===== src/rtl/systolic_skew_feeder_if.sv =====
// Operand-vector handshake into the systolic skew feeder: one N-word vector per transfer.
interface systolic_skew_feeder_if #(
    parameter int DATA_WIDTH = 32,
    parameter int N          = 4
);
    logic [N*DATA_WIDTH-1:0] in_data;
    logic                    in_valid;
    logic                    in_last;
    logic                    in_ready;

    modport master (
        output in_data,
        output in_valid,
        output in_last,
        input  in_ready
    );

    modport slave (
        input  in_data,
        input  in_valid,
        input  in_last,
        output in_ready
    );
endinterface


===== src/rtl/systolic_skew_feeder.sv =====
// Feeds one edge of the systolic MAC array: lane i delayed i cycles, plus the shared
// load strobe with a flush of the skew pipeline and a one-cycle drain at the end of a pass.
module systolic_skew_feeder #(
    parameter int DATA_WIDTH = 32,
    parameter int N          = 4,
    parameter int CNT_WIDTH  = 16
) (
    input  logic                    clk,
    input  logic                    rst,
    systolic_skew_feeder_if.slave   in_if,
    output logic [N*DATA_WIDTH-1:0] lane_out,
    output logic                    load,
    output logic                    busy,
    output logic                    done,
    output logic [CNT_WIDTH-1:0]    vec_count
);
    localparam int FC_WIDTH = (N > 1) ? $clog2(N) : 1;
    localparam logic [FC_WIDTH-1:0] FLUSH_LOAD = FC_WIDTH'(N - 1);

    localparam logic [1:0] S_IDLE   = 2'd0;
    localparam logic [1:0] S_STREAM = 2'd1;
    localparam logic [1:0] S_FLUSH  = 2'd2;
    localparam logic [1:0] S_DRAIN  = 2'd3;

    logic [1:0]           state_q, state_d;
    logic [FC_WIDTH-1:0]  flush_cnt_q, flush_cnt_d;
    logic [CNT_WIDTH-1:0] vec_count_q, vec_count_d;
    logic                 ready;
    logic                 xfer;

    // Handshake and strobes decode from the state register alone.
    assign ready          = (state_q == S_IDLE) || (state_q == S_STREAM);
    assign in_if.in_ready = ready;
    assign load           = (state_q == S_STREAM) || (state_q == S_FLUSH);
    assign busy           = (state_q != S_IDLE);
    assign done           = (state_q == S_DRAIN);
    assign vec_count      = vec_count_q;
    assign xfer           = in_if.in_valid && ready;

    always_comb begin
        // NOTE: every variable gets a default before the branches, so no latch is inferred.
        state_d     = state_q;
        flush_cnt_d = flush_cnt_q;
        vec_count_d = vec_count_q;

        if (xfer) begin
            if (state_q == S_IDLE) begin
                vec_count_d = CNT_WIDTH'(1);
            end else if (!(&vec_count_q)) begin
                vec_count_d = vec_count_q + CNT_WIDTH'(1);
            end
        end

        case (state_q)
            S_IDLE, S_STREAM: begin
                if (xfer) begin
                    if (in_if.in_last) begin
                        state_d     = S_FLUSH;
                        flush_cnt_d = FLUSH_LOAD;
                    end else begin
                        state_d = S_STREAM;
                    end
                end
            end
            S_FLUSH: begin
                // N flush cycles let the deepest lane's last word reach the array with load high.
                if (flush_cnt_q == '0) begin
                    state_d = S_DRAIN;
                end else begin
                    flush_cnt_d = flush_cnt_q - FC_WIDTH'(1);
                end
            end
            S_DRAIN: state_d = S_IDLE;
            default: state_d = S_IDLE;
        endcase
    end

    // NOTE: sequential state is written with non-blocking assignments only.
    always_ff @(posedge clk or negedge rst) begin
        if (!rst) begin
            state_q     <= S_IDLE;
            flush_cnt_q <= '0;
            vec_count_q <= '0;
        end else begin
            state_q     <= state_d;
            flush_cnt_q <= flush_cnt_d;
            vec_count_q <= vec_count_d;
        end
    end

    for (genvar g = 0; g < N; g++) begin : g_lane
        logic [DATA_WIDTH-1:0] word_d;
        logic [DATA_WIDTH-1:0] pipe_q [0:g];

        // Zeros are bubbles to the MAC, so idle and stalled edges simply shift in zero.
        assign word_d = xfer ? in_if.in_data[g*DATA_WIDTH +: DATA_WIDTH] : '0;

        // NOTE: the delay stages are reset so an aborted pass leaves no stale words at the array edge.
        always_ff @(posedge clk or negedge rst) begin
            if (!rst) begin
                for (int k = 0; k <= g; k++) begin
                    pipe_q[k] <= '0;
                end
            end else begin
                pipe_q[0] <= word_d;
                for (int k = 1; k <= g; k++) begin
                    pipe_q[k] <= pipe_q[k-1];
                end
            end
        end

        assign lane_out[g*DATA_WIDTH +: DATA_WIDTH] = pipe_q[g];
    end
endmodule


===== src/flat_wrapper.sv =====
// flat-port wrapper written by rule: the top's interface ports become plain ports
module systolic_skew_feeder_flat 
#(
    parameter int DATA_WIDTH = 32,
    parameter int N          = 4,
    parameter int CNT_WIDTH  = 16
)
  (clk, rst, lane_out, load, busy, done, vec_count, in_if_in_data, in_if_in_valid, in_if_in_last, in_if_in_ready);
  systolic_skew_feeder_if #(.DATA_WIDTH(DATA_WIDTH), .N(N)) in_if_i ();
  input  logic clk;
  input  logic rst;
  output logic [N*DATA_WIDTH-1:0] lane_out;
  output logic load;
  output logic busy;
  output logic done;
  output logic [CNT_WIDTH-1:0] vec_count;
  input wire logic [$bits(in_if_i.in_data)-1:0] in_if_in_data;
  input wire logic [$bits(in_if_i.in_valid)-1:0] in_if_in_valid;
  input wire logic [$bits(in_if_i.in_last)-1:0] in_if_in_last;
  output wire logic [$bits(in_if_i.in_ready)-1:0] in_if_in_ready;
  assign in_if_i.in_data = in_if_in_data;
  assign in_if_i.in_valid = in_if_in_valid;
  assign in_if_i.in_last = in_if_in_last;
  assign in_if_in_ready = in_if_i.in_ready;
  systolic_skew_feeder #(.DATA_WIDTH(DATA_WIDTH), .N(N), .CNT_WIDTH(CNT_WIDTH)) u_core (.clk(clk), .rst(rst), .in_if(in_if_i), .lane_out(lane_out), .load(load), .busy(busy), .done(done), .vec_count(vec_count));
endmodule

===== config.mk =====
export PLATFORM = sky130hd
export DESIGN_NAME = systolic_skew_feeder_flat
export DESIGN_NICKNAME = d
export VERILOG_FILES = /design/src/rtl/systolic_skew_feeder_if.sv /design/src/rtl/systolic_skew_feeder.sv /design/src/flat_wrapper.sv
export SDC_FILE = /design/constraint.sdc
export NUM_CORES = 1
export LEC_CHECK = 0
export CAP_MARGIN = 20
export CORE_ASPECT_RATIO = 1.1
export CORE_MARGIN = 1
export CORE_UTILIZATION = 52
export DETAILED_ROUTE_END_ITERATION = 10
export GPL_ROUTABILITY_DRIVEN = 0
export GPL_TIMING_DRIVEN = 0
export PLACE_DENSITY = 0.84
export SETUP_SLACK_MARGIN = 0.3
export SLEW_MARGIN = 20
export SYNTH_ARGS = -nofsm -noshare
export SYNTH_HDL_FRONTEND = slang
export SYNTH_SLANG_ARGS = --single-unit

===== constraint.sdc =====
create_clock -name clk -period 4.3 [get_ports clk]
set_input_delay 0.645 -clock clk [delete_from_list [all_inputs] [get_ports clk]]
set_output_delay 0.645 -clock clk [all_outputs]
set_load 0.01 [all_outputs]

# --- Word-level counts from Yosys, hierarchy flattened ---
# Index checks and enable logic that the tools add are counted.
op_classes:
  n_mux: 14
  addsub: 2
  eq_ne: 8
  reduce_logical: 12
op_table:
  columns: ["cell", "count"]
  rows:
  - ["2-to-1 mux 32 bit", 4]
  - ["2-to-1 mux 16 bit", 2]
  - ["adder 16 x 1 -> 16 bit (second input constant)", 1]
  - ["AND reduction 16 bit", 1]
  - ["2-to-1 mux 2 bit", 6]
  - ["!= test 2 bit (second input constant)", 3]
  - ["case mux 2 bit (3 select lines)", 1]
  - ["== test 2 bit (second input constant)", 2]
  - ["zero test 2 bit", 2]
  - ["!= test 2 x 1 -> 1 bit (second input constant)", 2]
  - ["case mux 2 bit (2 select lines)", 1]
  - ["AND reduction 2 bit", 2]
  - ["AND reduction 4 bit", 1]
  - ["nonzero test 2 bit", 2]
  - ["== test 2 x 1 -> 1 bit (second input constant)", 1]
  - ["logical OR 1 bit", 2]
  - ["OR reduction 2 bit", 1]
  - ["subtractor 2 x 1 -> 2 bit (second input constant)", 1]
  - ["logical AND 1 bit", 1]
totals:
  regBits: 340
  wordCells: 49
  inputBits: 132

# --- Longest topological paths before layout ---
logic_depth:
  word_depth: 5
  ltp_mapped: 7

# --- Worst setup path before layout ---
# OpenSTA, ideal clock, no wires.
synth_timing:
  kind: "register to register"
  start: "register u_core.vec_count_q[0] (netlist: u_core.vec_count[0])"
  end: "register u_core.vec_count_q[13] (netlist: u_core.vec_count[13])"
  stages_incl_launch_ff: 7
  t_required_ps: 4220
  path_slack_ps: 2368
  setup_ps: 80
  arrival_time_ps: 1852
  cell_sequence: "dfrtp_1 > ha_1 > nand3_4 > or4_1 > buf_2 > a311o_1 > o211ai_2"
synth_via:
  elab_chain_len: 3
synth_rtl:
  columns: ["item", "line", "rtl"]
  rows:
  - ["from (decl)", "systolic_skew_feeder.sv:27", "logic [CNT_WIDTH-1:0] vec_count_q, vec_count_d;"]
  - ["from (signal assigned)", "systolic_skew_feeder.sv:87", "vec_count_q <= vec_count_d;"]
  - ["adder 16 x 1 -> 16 bit / AND reduction 16 bit (equally long branches)", "systolic_skew_feeder.sv:50, systolic_skew_feeder.sv:49", null]
  - ["2-to-1 mux 16 bit / != test 2 x 1 -> 1 bit (equally long branches)", null, null]
  - ["2-to-1 mux 16 bit / AND reduction 2 bit (equally long branches)", null, null]
# Several ways; a longest one is shown, not always the timed one. The select of a mux whose other input is x is not followed.
# A chain may end at the register's enable or synchronous reset.

# --- Worst setup path in the final report ---
layout_timing:
  start: "register u_core.state_q[1]"
  end: "output port busy"
layout_via:
  elab_chain_len: 1
layout_rtl:
  columns: ["item", "line", "rtl"]
  rows:
  - ["from (decl)", "systolic_skew_feeder.sv:25", "logic [1:0] state_q, state_d;"]
  - ["from (signal assigned)", "systolic_skew_feeder.sv:85", "state_q <= state_d;"]
  - ["nonzero test 2 bit", "systolic_skew_feeder.sv:35", "assign busy = (state_q != S_IDLE);"]
  - ["to (decl)", "flat_wrapper.sv:14", "output logic busy;"]
# No other way between the ends.

==> impl_results.md <==
- TritonCTS clock tree: done
- Initial antenna violation count: 5
- Asr flop ratio synth: 1.00
- Worst slew margin: 0.563
- Max Clk Rate: ~300 MHz
- Final Util: 0.738
- Total GRT Usage: 0.205
- H-tree Lvls: 1
- CTS Root Cell: clkbuf_16
- Worst EP required: 3.65 ns
- Synth cell count leaders: 340 x dfrtp_1, 129 x and2_1, 97 x buf_4, 18 x clkbuf_1, 15 x nand2_1
- Routed wl met3: around 1.4 mm
- Core box area: a little over 20000 sq um
- Yosys top cell area share: 0.780
- PwrDens: 592 nW/um^2
- First-pass GRT wire length: about 34 mm
- Starting density of the core: 0.530
- Post-Synthesis Cells: 707
- Post-CTS sizing: 0
- CTS clk-pin slew, worst paths: 0.06 ns
- M1 wire length: around 7.9 mm
- Die X: around 140 um
- Chip height: approximately 150 um
- Pre-antenna DRT Iters: 4
- Nets: 1160
- Crit path time final: around 3.3 ns
- Clk pwr share: 0.310
- CP Max Fanout: 10
- Maxcap violations: 0
- Dominant synthesized flop cell: dfrtp_1
- Ys Warns: 0
- Clock skew: roughly 0.012 ns
- Hold Path Class: register to register
- Top Ports: 280
- Clock Latency Late Sink: ~0.54 ns
- Sequential share of the synthesized area: 0.780
- Fin. max-slew vios: 0
- CTS max path bufs: 3
- Area Overhead vs Synth: 39.2%
- Worst-Margin Slew: approximately 0.66 ns
- # clock sinks: 340
- Top routing layer in use: met5
- Synth area leaders: dfrtp_1 78%, and2_1 7.4%, buf_4 6.7%
- Synthesized area: about 11000 sq um
- Fillers: approximately 1200
- Synth Register Bits: 340
- Internal: ~6.7 mW
- Final Hold Violating Endpoints: 0
- Multi-input gate area: 1560 sq um
- Num CTS Buffers: 31
- Syn_nets: about 850
- Maximum vdd drop: about 0.00039 V
- Area leader, netlist: dfrtp_1
- RSZ-0062 raised after global routing: false
- Metal2 WL: around 12 mm
- Syn avg cell area: 15.4 sq um
- Avg WL per Cell: 16.4 um
- Count leader, synth: dfrtp_1
- Synth cell types: approximately 50
- Post-CTS setup buffer count: 0
- Worst setup EP type: primary output
- Sw frac: 0.256
- Overflow after GRT: 0
- Die area: 21600 sq um
- Register Area: 8510 sq um
- Initial DRC Count: approximately 260
- Detailed placement HPWL: 14.4 mm
- # rows: 55
- Sequential power share: 0.459
- Final period util: 0.772
- Switching pwr: between 2 and 2.5 mW
- Final instance area: roughly 15000 sq um
- Post-route ant nets: 0
- Total vias in the final route: about 6000
- Crit Path Class: register to primary output
- Drt drc: 0
- Crit path DAT: 2.67 ns
- Leakage: 7.44 nW
- Number of enable flip-flop cells after synthesis: 0
- Status: finished clean
- Number of hold buffers added after cts: 1
- Largest net degree at the start of global routing: between 100 and 150
- Total power: 9.00 mW
- Post-DP Area: between 10000 and 15000 sq um
- I/O Buffers: around 280
- Vias in the first global route: between 6000 and 7000
- WL final: 21.4 mm
- DR vias/cell: around 4.6
- Part of the power in combinational logic: 0.232
- Startpoint types: register
- # setup viols final: 0
- Fraction of layout cells with a size suffix above 1: 0.152
## layout by cell type (no fill, tap or decap), drive strengths merged, types with 5 or more instances in the layout
| cell | instances |
|---|---|
| o21ai | 8 |
| inv | 9 |
| or4 | 5 |
| o211ai | 5 |
| clkinv | 6 |
| nor2 | 7 |
| nand4 | 5 |
| clkbuf | 65 |
| clkdlybuf4s50 | 277 |
| dfrtp | 340 |
| and2 | 129 |
| nand2 | 15 |
| ha | 6 |
| nand3 | 10 |
| buf | 103 |
| a21oi | 5 |
## final timing paths
check	start	endpoint	slack [ns]	depth (start not counted)
max in group asynchronous	rst	u_core.lane_out[65]$_DFF_PN0_	2.94	3
worst min register to register	u_core.g_lane[1].pipe_q[44]$_DFF_PN0_	u_core.lane_out[44]$_DFF_PN0_	0.34	0
worst max register to register	u_core.state_q[1]$_DFFE_PN0P_	u_core.vec_count[11]$_DFFE_PN0P_	1.91	7
min in group asynchronous	rst	u_core.g_lane[0].pipe_q[1]$_DFF_PN0_	0.56	2
worst min-delay path	u_core.g_lane[1].pipe_q[44]$_DFF_PN0_	u_core.lane_out[44]$_DFF_PN0_	0.34	0
worst max-delay path	u_core.state_q[1]$_DFFE_PN0P_	busy	0.98	5
## metal layers
| metal | track usage | up-vias |
|---|---|---|
| met5 | 0 | - |
| met4 | 0.0701 | 2 |
| met3 | 0.0486 | 37 |
| met2 | 0.369 | 219 |
| met1 | 0.240 | 2966 |
| li1 | - | 2814 |
## area by class of cell
type | count | share of cell area
buffer | 117 | 0.0531
clock buffer | 47 | 0.0616
sequential | 340 | 0.560
timing repair buffer | 282 | 0.190
tap | 256 | 0.0211
multi-input combinational | 240 | 0.103
antenna | 2 | 0.000330
inverter | 10 | 0.00247
clock inverter | 10 | 0.00882
## critical path: stages (launching register included)
cell,delay [ns]
dfrtp_1,0.46
inv_1,0.12
ha_1,0.22
clkbuf_1,0.41
clkinv_1,0.36
clkdlybuf4s50_1,0.57
## through the flow
step / std cells / hold WS (ns) / setup WS (ns) / setup TNS (ns)
2_1_floorplan: 707 / 0.331 / 2.37 / 0
6_report: 1304 / 0.341 / 0.981 / 0
5_1_grt: 1303 / 0.350 / 0.830 / 0
3_3_place_gp: 1241 / 0.331 / -10.96 / -3716.35
4_1_cts: 1302 / 0.344 / 1.01 / 0
3_5_place_dp: 1244 / 0.335 / 1.62 / 0
## cell families after synthesis
| kind of cell | after synthesis | share of synthesized area |
|---|---|---|
| compound gates | 44 | 0.0297 |
| buf+inv | 127 | 0.0773 |
| simple gates | 189 | 0.105 |
| fa+ha+maj | 6 | 0.00688 |
| flops | 340 | 0.780 |
| mux | 1 | 0.000918 |
## power groups by stage
stage	Clock, mW	Combinational, mW	Sequential [mW]
detailed placement	0	2.08	4.17
global placement	0	2.00	4.15
finish	2.79	2.09	4.12
floorplan	0	1.01	4.14
global route	2.98	2.26	4.19
CTS	2.85	2.11	4.13
## state kept, by name, summed over array words and instances (netlist names)
name                  cells
u_core.flush_cnt_q        2
u_core.g_lane.pipe_q    224
u_core.lane_out          96
u_core.state_q            2
u_core.vec_count         16
(Power assumes the default switching activity.)
